==> config.mk <==
export PLATFORM = sky130hd
export DESIGN_NAME = mixer_decimator
export DESIGN_NICKNAME = d
export VERILOG_FILES = /design/src/rtl/mixer_decimator_pkg.sv /design/src/rtl/decim_round.sv /design/src/rtl/mixer_decimator.sv
export SDC_FILE = /design/constraint.sdc
export NUM_CORES = 1
export LEC_CHECK = 0
export ABC_AREA = 1
export CORE_MARGIN = 10
export CORE_UTILIZATION = 35
export DETAILED_ROUTE_END_ITERATION = 8
export GPL_ROUTABILITY_DRIVEN = 0
export GPL_TIMING_DRIVEN = 0
export SYNTH_ARGS = -nofsm -noshare
export SYNTH_HDL_FRONTEND = slang
export SYNTH_SLANG_ARGS = --single-unit
==> constraint.sdc <==
create_clock -name clk_i -period 5.71 [get_ports clk_i]
set_clock_uncertainty 0.1 [all_clocks]
set_input_delay 0.571 -clock clk_i [delete_from_list [all_inputs] [get_ports clk_i]]
set_output_delay 0.571 -clock clk_i [all_outputs]
set_load 0.01 [all_outputs]
==> src/rtl/mixer_decimator_pkg.sv <==
// Shared definitions for the mixer decimator: block state encoding and
// accumulator sizing. Optional rounding feature: MIXER_DECIMATOR_ROUND_EN.
package mixer_decimator_pkg;

   // ACCUM: summing samples of the current block; DUMP: result cycle
   typedef enum logic {
      ACCUM = 1'b0,
      DUMP  = 1'b1
   } dec_state_e;

   // A sum of 2^lmax samples of win bits never needs more than win+lmax bits
   function automatic int acc_width(input int win, input int lmax);
      return win + lmax;
   endfunction

endpackage

==> src/rtl/decim_round.sv <==
// Final scaling stage: drops the LSBs of the block average down to the
// output width. With MIXER_DECIMATOR_ROUND_EN defined it rounds half up and
// saturates; otherwise it is a pure truncating slice (floor).
module decim_round #(
   parameter int WIDTH_IN  = 42,
   parameter int WIDTH_OUT = 32
) (
   input  logic signed [WIDTH_IN-1:0]  i_avg,
   output logic signed [WIDTH_OUT-1:0] o_res
);

   localparam int DROP = WIDTH_IN - WIDTH_OUT;

`ifdef MIXER_DECIMATOR_ROUND_EN
   generate
      if (DROP == 0) begin : g_nodrop
         assign o_res = i_avg;
      end else begin : g_round
         localparam logic signed [WIDTH_IN:0] BIAS = (WIDTH_IN+1)'(1) << (DROP-1);
         localparam logic signed [WIDTH_OUT-1:0] SMAX = {1'b0, {(WIDTH_OUT-1){1'b1}}};
         localparam logic signed [WIDTH_OUT-1:0] SMIN = {1'b1, {(WIDTH_OUT-1){1'b0}}};
         logic signed [WIDTH_IN:0]  w_rnd;
         logic signed [WIDTH_OUT:0] w_q;
         logic                      w_unused_lo;

         // One guard bit so the half-LSB bias cannot wrap
         assign w_rnd       = {i_avg[WIDTH_IN-1], i_avg} + BIAS;
         assign w_q         = w_rnd[WIDTH_IN:DROP];
         assign w_unused_lo = ^w_rnd[DROP-1:0];

         // Clamp when the guard bit disagrees with the output sign bit
         always_comb begin
            o_res = w_q[WIDTH_OUT-1:0];
            if (w_q[WIDTH_OUT] != w_q[WIDTH_OUT-1])
               o_res = w_q[WIDTH_OUT] ? SMIN : SMAX;
         end
      end
   endgenerate
`else
   assign o_res = i_avg[WIDTH_IN-1 -: WIDTH_OUT];
   generate
      if (DROP > 0) begin : g_sink
         logic w_unused_lo;
         assign w_unused_lo = ^i_avg[DROP-1:0];
      end
   endgenerate
`endif

endmodule

==> src/rtl/mixer_decimator.sv <==
// Block-averaging decimator for a mixer product stream. Sums N = 2^k
// accepted samples, divides by N with an arithmetic shift and presents the
// scaled result for one cycle. Optional rounding/saturation in the output
// stage is enabled by defining MIXER_DECIMATOR_ROUND_EN.
module mixer_decimator
   import mixer_decimator_pkg::*;
#(
   parameter int WIDTH_IN       = 42,
   parameter int WIDTH_OUT      = 32,   // must not exceed WIDTH_IN
   parameter int LOG2_MAX_DECIM = 16
) (
   input  logic                        clk_i,
   input  logic                        rst_ni,
   input  logic signed [WIDTH_IN-1:0]  data_i,
   input  logic                        valid_i,
   input  logic        [4:0]           log2_decim_i,
   input  logic                        clear_i,
   output logic signed [WIDTH_OUT-1:0] data_o,
   output logic                        valid_o
);

   localparam int ACC_W = acc_width(WIDTH_IN, LOG2_MAX_DECIM);
   localparam int CNT_W = LOG2_MAX_DECIM + 1;
   localparam logic [4:0] LMAX = 5'(LOG2_MAX_DECIM);

   dec_state_e                r_state, w_state_nxt;
   logic        [CNT_W-1:0]   r_cnt, w_cnt_nxt;
   logic signed [ACC_W-1:0]   r_acc, w_acc_nxt;
   logic        [4:0]         r_log2, w_log2_nxt;
   logic signed [WIDTH_OUT-1:0] r_data;
   logic                      r_valid;

   logic                      w_first;
   logic        [4:0]         w_log2_in;
   logic        [4:0]         w_log2n;
   logic signed [ACC_W-1:0]   w_din_ext;
   logic signed [ACC_W-1:0]   w_sum;
   logic signed [ACC_W-1:0]   w_shifted;
   logic        [CNT_W-1:0]   w_cnt_inc;
   logic        [CNT_W-1:0]   w_target;
   logic                      w_fire;
   logic signed [WIDTH_OUT-1:0] w_res;
   logic                      w_unused_hi;

   // A block starts whenever the counter is empty; the ratio is sampled then
   assign w_first   = (r_cnt == '0);
   assign w_log2_in = (log2_decim_i > LMAX) ? LMAX : log2_decim_i;
   assign w_log2n   = w_first ? w_log2_in : r_log2;
   assign w_din_ext = {{LOG2_MAX_DECIM{data_i[WIDTH_IN-1]}}, data_i};
   assign w_sum     = (w_first ? '0 : r_acc) + w_din_ext;
   assign w_cnt_inc = r_cnt + 1'b1;
   assign w_target  = CNT_W'(1) << w_log2n;

   // The average of N samples always fits back into WIDTH_IN bits
   assign w_shifted   = w_sum >>> w_log2n;
   assign w_unused_hi = ^w_shifted[ACC_W-1:WIDTH_IN];

   decim_round #(
      .WIDTH_IN  (WIDTH_IN),
      .WIDTH_OUT (WIDTH_OUT)
   ) u_round (
      .i_avg (w_shifted[WIDTH_IN-1:0]),
      .o_res (w_res)
   );

   // Next-state logic: accumulate, complete a block, or flush on clear
   always_comb begin
      w_state_nxt = r_state;
      w_cnt_nxt   = r_cnt;
      w_acc_nxt   = r_acc;
      w_log2_nxt  = r_log2;
      w_fire      = 1'b0;
      if (r_state == DUMP)
         w_state_nxt = ACCUM;
      if (clear_i) begin
         w_state_nxt = ACCUM;
         w_cnt_nxt   = '0;
         w_acc_nxt   = '0;
      end else if (valid_i) begin
         w_log2_nxt = w_log2n;
         if (w_cnt_inc == w_target) begin
            // N-th sample: result goes out next cycle, block restarts empty
            w_fire      = 1'b1;
            w_state_nxt = DUMP;
            w_cnt_nxt   = '0;
            w_acc_nxt   = '0;
         end else begin
            w_cnt_nxt = w_cnt_inc;
            w_acc_nxt = w_sum;
         end
      end
   end

   // State, counter, accumulator and latched ratio registers
   always_ff @(posedge clk_i or negedge rst_ni) begin
      if (!rst_ni) begin
         r_state <= ACCUM;
         r_cnt   <= '0;
         r_acc   <= '0;
         r_log2  <= '0;
      end else begin
         r_state <= w_state_nxt;
         r_cnt   <= w_cnt_nxt;
         r_acc   <= w_acc_nxt;
         r_log2  <= w_log2_nxt;
      end
   end

   // Output register: strobe for one cycle, data held until the next strobe
   always_ff @(posedge clk_i or negedge rst_ni) begin
      if (!rst_ni) begin
         r_data  <= '0;
         r_valid <= 1'b0;
      end else begin
         r_valid <= w_fire;
         if (w_fire)
            r_data <= w_res;
      end
   end

   assign data_o  = r_data;
   assign valid_o = r_valid;

endmodule

Word-level counts from Yosys, hierarchy flattened
Index checks and enable logic that the tools add are counted.
W data, S select, Z words.
{"block": "op_classes", "magnitude_cmp": 1, "muxes": 12, "n_reduce_logical": 3, "shift": 2, "eq_ne": 1, "n_bitwise": 1, "add_sub_neg": 2}
{"operator": "$mux W58", "count": 4}
{"operator": "$add A58 B58 Y58", "count": 1}
{"operator": "$sshr A58 B5 Y42", "count": 1}
{"operator": "$mux W17", "count": 3}
{"operator": "$add A17 B1 Y17 const B", "count": 1}
{"operator": "$eq A17 B17 Y1", "count": 1}
{"operator": "$logic_not A17 Y1", "count": 1}
{"operator": "$shl A1 B5 Y17 const A", "count": 1}
{"operator": "$mux W5", "count": 2}
{"operator": "$gt A5 B5 Y1 const B", "count": 1}
{"operator": "$mux W1", "count": 3}
{"operator": "$reduce_and A2 Y1", "count": 1}
{"operator": "$reduce_bool A2 Y1", "count": 1}
{"operator": "$not A1 Y1", "count": 1}
{"block": "totals", "out_inout_bits": 33, "reg_bits": 113, "inputBits": 51}

Longest topological paths before layout
{"block": "depth", "word_depth": 8, "mapped_depth": 36}

Hierarchy
A second synthesis with hierarchy kept.
{"block": "hier_totals", "hier_cells": 2751, "area_unflattened_um2": 14797.9}
{"module": "mixer_decimator", "instances": 1, "seq_area_each_um2": 2827.7, "area_per_inst_um2": 14557.7, "cells_each": 2719}
{"module": "decim_round", "instances": 1, "seq_area_each_um2": 0.0, "area_per_inst_um2": 240.2, "cells_each": 32}

Worst setup path after synthesis
Ideal clock, no wire load.
{"block": "synth_timing", "kind": "register to register", "start": "register r_cnt[0]", "end": "register r_data[29], in the netlist data_o[29]", "arrival_time_ps": 3659, "setup_ps": 116, "setup_slack_ps": 1834, "stages_incl_launch_ff": 30, "path_cell_list": "dfrtp_1 > inv_1 > ha_1 > inv_1 > nor2_1 > nand2_1 > nor2_1 > nand2_2 > inv_1 > clkbuf_1 > clkbuf_1 > nor2_1 > ha_1 > nand2_1 > nor2_1 > nand2_1 > nor4_1 > nand2_1 > nand2_1 > nand2_1 > nand2_1 > inv_1 > nand2_1 > nand2_1 > nand2_1 > nand2_1 > nand2_1 > nand2_1 > nand2_1 > nand2_1"}
{"block": "synth_via", "elab_chain_cells": 7, "word_cells_on_any_way": 11, "classes_between": "add/sub: 2; eq/ne: 1; shift: 2; mux: 5; reduce/logical: 1"}
{"item": "from (decl)", "line": "mixer_decimator.sv:27", "source": "logic [CNT_W-1:0] r_cnt, w_cnt_nxt;"}
{"item": "from (signal assigned)", "line": "mixer_decimator.sv:103", "source": "r_cnt <= w_cnt_nxt;"}
{"item": "branches (longest 7 deep; another with $add A58 B58 Y58)"}
{"item": "to (signal assigned)", "line": "mixer_decimator.sv:117", "source": "r_data <= w_res;"}
{"item": "to (decl)", "line": "mixer_decimator.sv:30", "source": "logic signed [WIDTH_OUT-1:0] r_data;"}
Several ways; the timed one is not identified.
A chain may end at the register's enable or synchronous reset.

Worst setup path after layout
{"block": "layout_timing", "start": "register r_cnt[0]", "end": "register r_data[20], in the netlist data_o[20]"}
The elaborated chain is that of the path after synthesis.

==> run metrics <==
Leakage 8.341 nW; CTS tree yes; CP peak stage delay 0.43 ns; layout cells sized above 1 0.03915; Tmin final 5.202 ns; period utilization 0.9111; Cells after Synth 2,386; most common cell type on the critical path nand2_1; post-synth top area cell nand2_1; drt pass-1 iters 6; relative slew slack 0.4769; TNS Setup 0 ns; Fin. Hold Viols 0; die area 0.04586 sq mm; Mapped Nets 2,497; Setup violations, final 0; Worst Tran Pin Value 0.7823 ns; Chip Width 214.1 microns; IO Pins 84; Nets 2,601; # clock sinks 113; Root Buffer clkbuf_16; Reg power frac 0.144; CTS clk-pin slew, worst paths 0.06 ns; Syn Area/Cell 5.529 sq um; flops & latches, synth ~110; Area Overhead vs Synth 16.12%; EDFF count, synth 0; worst hold start data_o[2]; CP endpoint kind register; routed len/inst 16.81 microns; Sw Share 0.5654; port bufs 83; share of the synthesized area in the top cell type 0.2396; DR iter-0 viols 1,455; gr usage total 0.2178; Req. time, crit path 6.00 ns; Worst Setup Path Type register to register; Final ANT Viol Nets 0; Final Hold Slack 0.3782 ns; dpl hpwl 41,920 microns; asr flop ratio synth 1.000; vias post-DR 15,630; grt ovf 0; initial antenna violation count 0; worst skew pair latency 0.45 ns; crit-path max FO 10; critical path launch point type register; PD cells 527.7 mW/mm^2; ANT cells 0; Mapped Area roughly 0.013 sq mm; top-count cell post-synth nand2_1; Most used DFF post-synth dfrtp_1; Psw 4.570 mW; CTS max path bufs 2; CP delay by family, top simple AND/OR/NAND/NOR gates; Synth warnings 0; vias per cell 5.184; CP Launch Point r_cnt[0]; critical path data arrival time 5.50 ns; Comb pwr share 0.715; final wirelength 50,680 microns; core area around 0.037 sq mm; initial core utilization 0.3527; die height 214.1 microns; list of most frequent post-synthesis cells 842 x nand2_1, 410 x nand3_1, 390 x inv_1; CTS H-tree depth 4; max-slew violations 0; WP buf/inv 6; first-pass GRT wire length approximately 80,000 microns; synth unique cells 38; DR DRC count 0; FF-to-FF Start r_cnt[0]; number of global-route vias before repair between 10,000 and 15,000; Crit-path slowest cell ha_1; buffers inserted by post-CTS timing repair 0; top post-synthesis cells by area nand2_1 24%, dfrtp_1 21%, nand3_1 16%; Worst VDD drop 255.7 uV; Hold Crit Class register to register; status completed; f_max between 150 and 200 MHz; clock power share 0.142; Std-Cell Rows 71; TritonCTS Buffers 17; Seq/Total Area, Yosys 0.2144; Cell Int Power approximately 3.5 mW; pin count of the biggest net entering global routing 85; RSZ-0062 raised after global routing false; Max Cap Viol 0
-- power by group through the flow --
stage / Sequential [mW] / Clock [mW] / Combinational (mW)
floorplan: 1.19 / 0 / 3.82
global placement: 1.17 / 0 / 5.60
detailed placement: 1.18 / 0 / 5.62
CTS: 1.16 / 1.16 / 5.66
global route: 1.19 / 1.20 / 6.38
finish: 1.16 / 1.15 / 5.78
-- state kept, by name, summed over array words and instances, names as in the netlist --
| name | flops |
|---|---|
| r_cnt | 17 |
| r_acc | 58 |
| r_log2 | 5 |
| valid_o | 1 |
| data_o | 32 |
-- worst min-delay path: cells and delay by family, from the launching register on --
family           cells  cell delay [ns]
and+or+nand+nor      2             0.10
DFF                  1             0.34
-- per-layer routing --
metal | track usage | wire length [microns] | vias to the layer above | part of all wire
met2 | 0.3626 | 23360 | 673 | 0.46
met5 | 0 | 0 | - | 0
met1 | 0.2779 | 21800 | 7096 | 0.43
li1 | - | - | 7749 | -
met4 | 0.09147 | 1971 | 0 | 0.039
met3 | 0.02877 | 3539 | 107 | 0.070
-- cell usage in the layout, fill, tap and decap left out, types with 4 or more instances in the layout --
cell type and count:
nand2_1 842, nand3_1 410, inv_1 390, nor2_1 195, dfrtp_1 113, clkdlybuf4s50_1 82
o21ai_0 69, a21oi_1 60, ha_1 59, o22ai_1 41, clkbuf_1 32, nand4_1 18
xnor2_1 17, clkbuf_16 17, buf_1 15, xor2_1 15, buf_2 14, nor3_1 11
inv_2 10, nor2_2 8, nand3b_1 8, o21bai_1 8, nand2_2 6, buf_6 5
a21boi_0 5, o21ai_1 4, or2_2 4, clkinv_4 4
-- path summary, 6_finish.rpt --
kind                                   end  slack (ns)  cells past startpoint
worst min-delay path             data_o[2]        0.38                      2
worst max-delay path            data_o[20]        0.51                     28
worst min register to register   data_o[2]        0.38                      2
min in group asynchronous         r_acc[7]        0.46                      2
max in group asynchronous       data_o[27]        4.30                      3
worst max register to register  data_o[20]        0.51                     28
-- metrics by stage --
step	utilization	std cells	area, sq um	setup slack (ns)	power (mW)
floorplan	-	2386	13190	1.834	5.013
global placement	0.3920	2980	14660	-0.7976	6.770
detailed placement	0.3928	2981	14690	0.1510	6.797
CTS	0.4094	3014	15310	0.1229	7.981
global route	0.4096	3014	15320	0.02570	8.771
finish	0.4096	3014	15320	0.5079	8.084
-- timing repair --
item | 4_1_cts | 5_1_grt
hold buffers | 1 | 0
endpoints found under the setup margin | 0 | 32
resized for setup | 0 | 8
endpoints found under the hold margin | 29 | 0
-- cell families (layout without fill, tap and decap cells) --
group | count (synthesis) | count (layout) | synth area share
AO/OA/AOI/OAI | 193 | 193 | 0.08205
flip-flops | 113 | 113 | 0.2144
buffers and inverters | 474 | 591 | 0.1398
AND/OR/NAND/NOR | 1514 | 1514 | 0.4851
adder cells (fa/ha/maj) | 60 | 60 | 0.05748
XOR/XNOR | 32 | 32 | 0.02125
-- area by class of cell --
class | count | area [sq um]
timing repair buffer | 85 | 869.6
sequential | 113 | 2828
clock inverter | 15 | 183.9
tap | 511 | 639.4
multi-input combinational | 1799 | 8524
fill | 4110 | 22080
buffer | 70 | 324.1
inverter | 404 | 1524
clock buffer | 17 | 425.4
No activity file was read; power rests on OpenSTA's default activity.
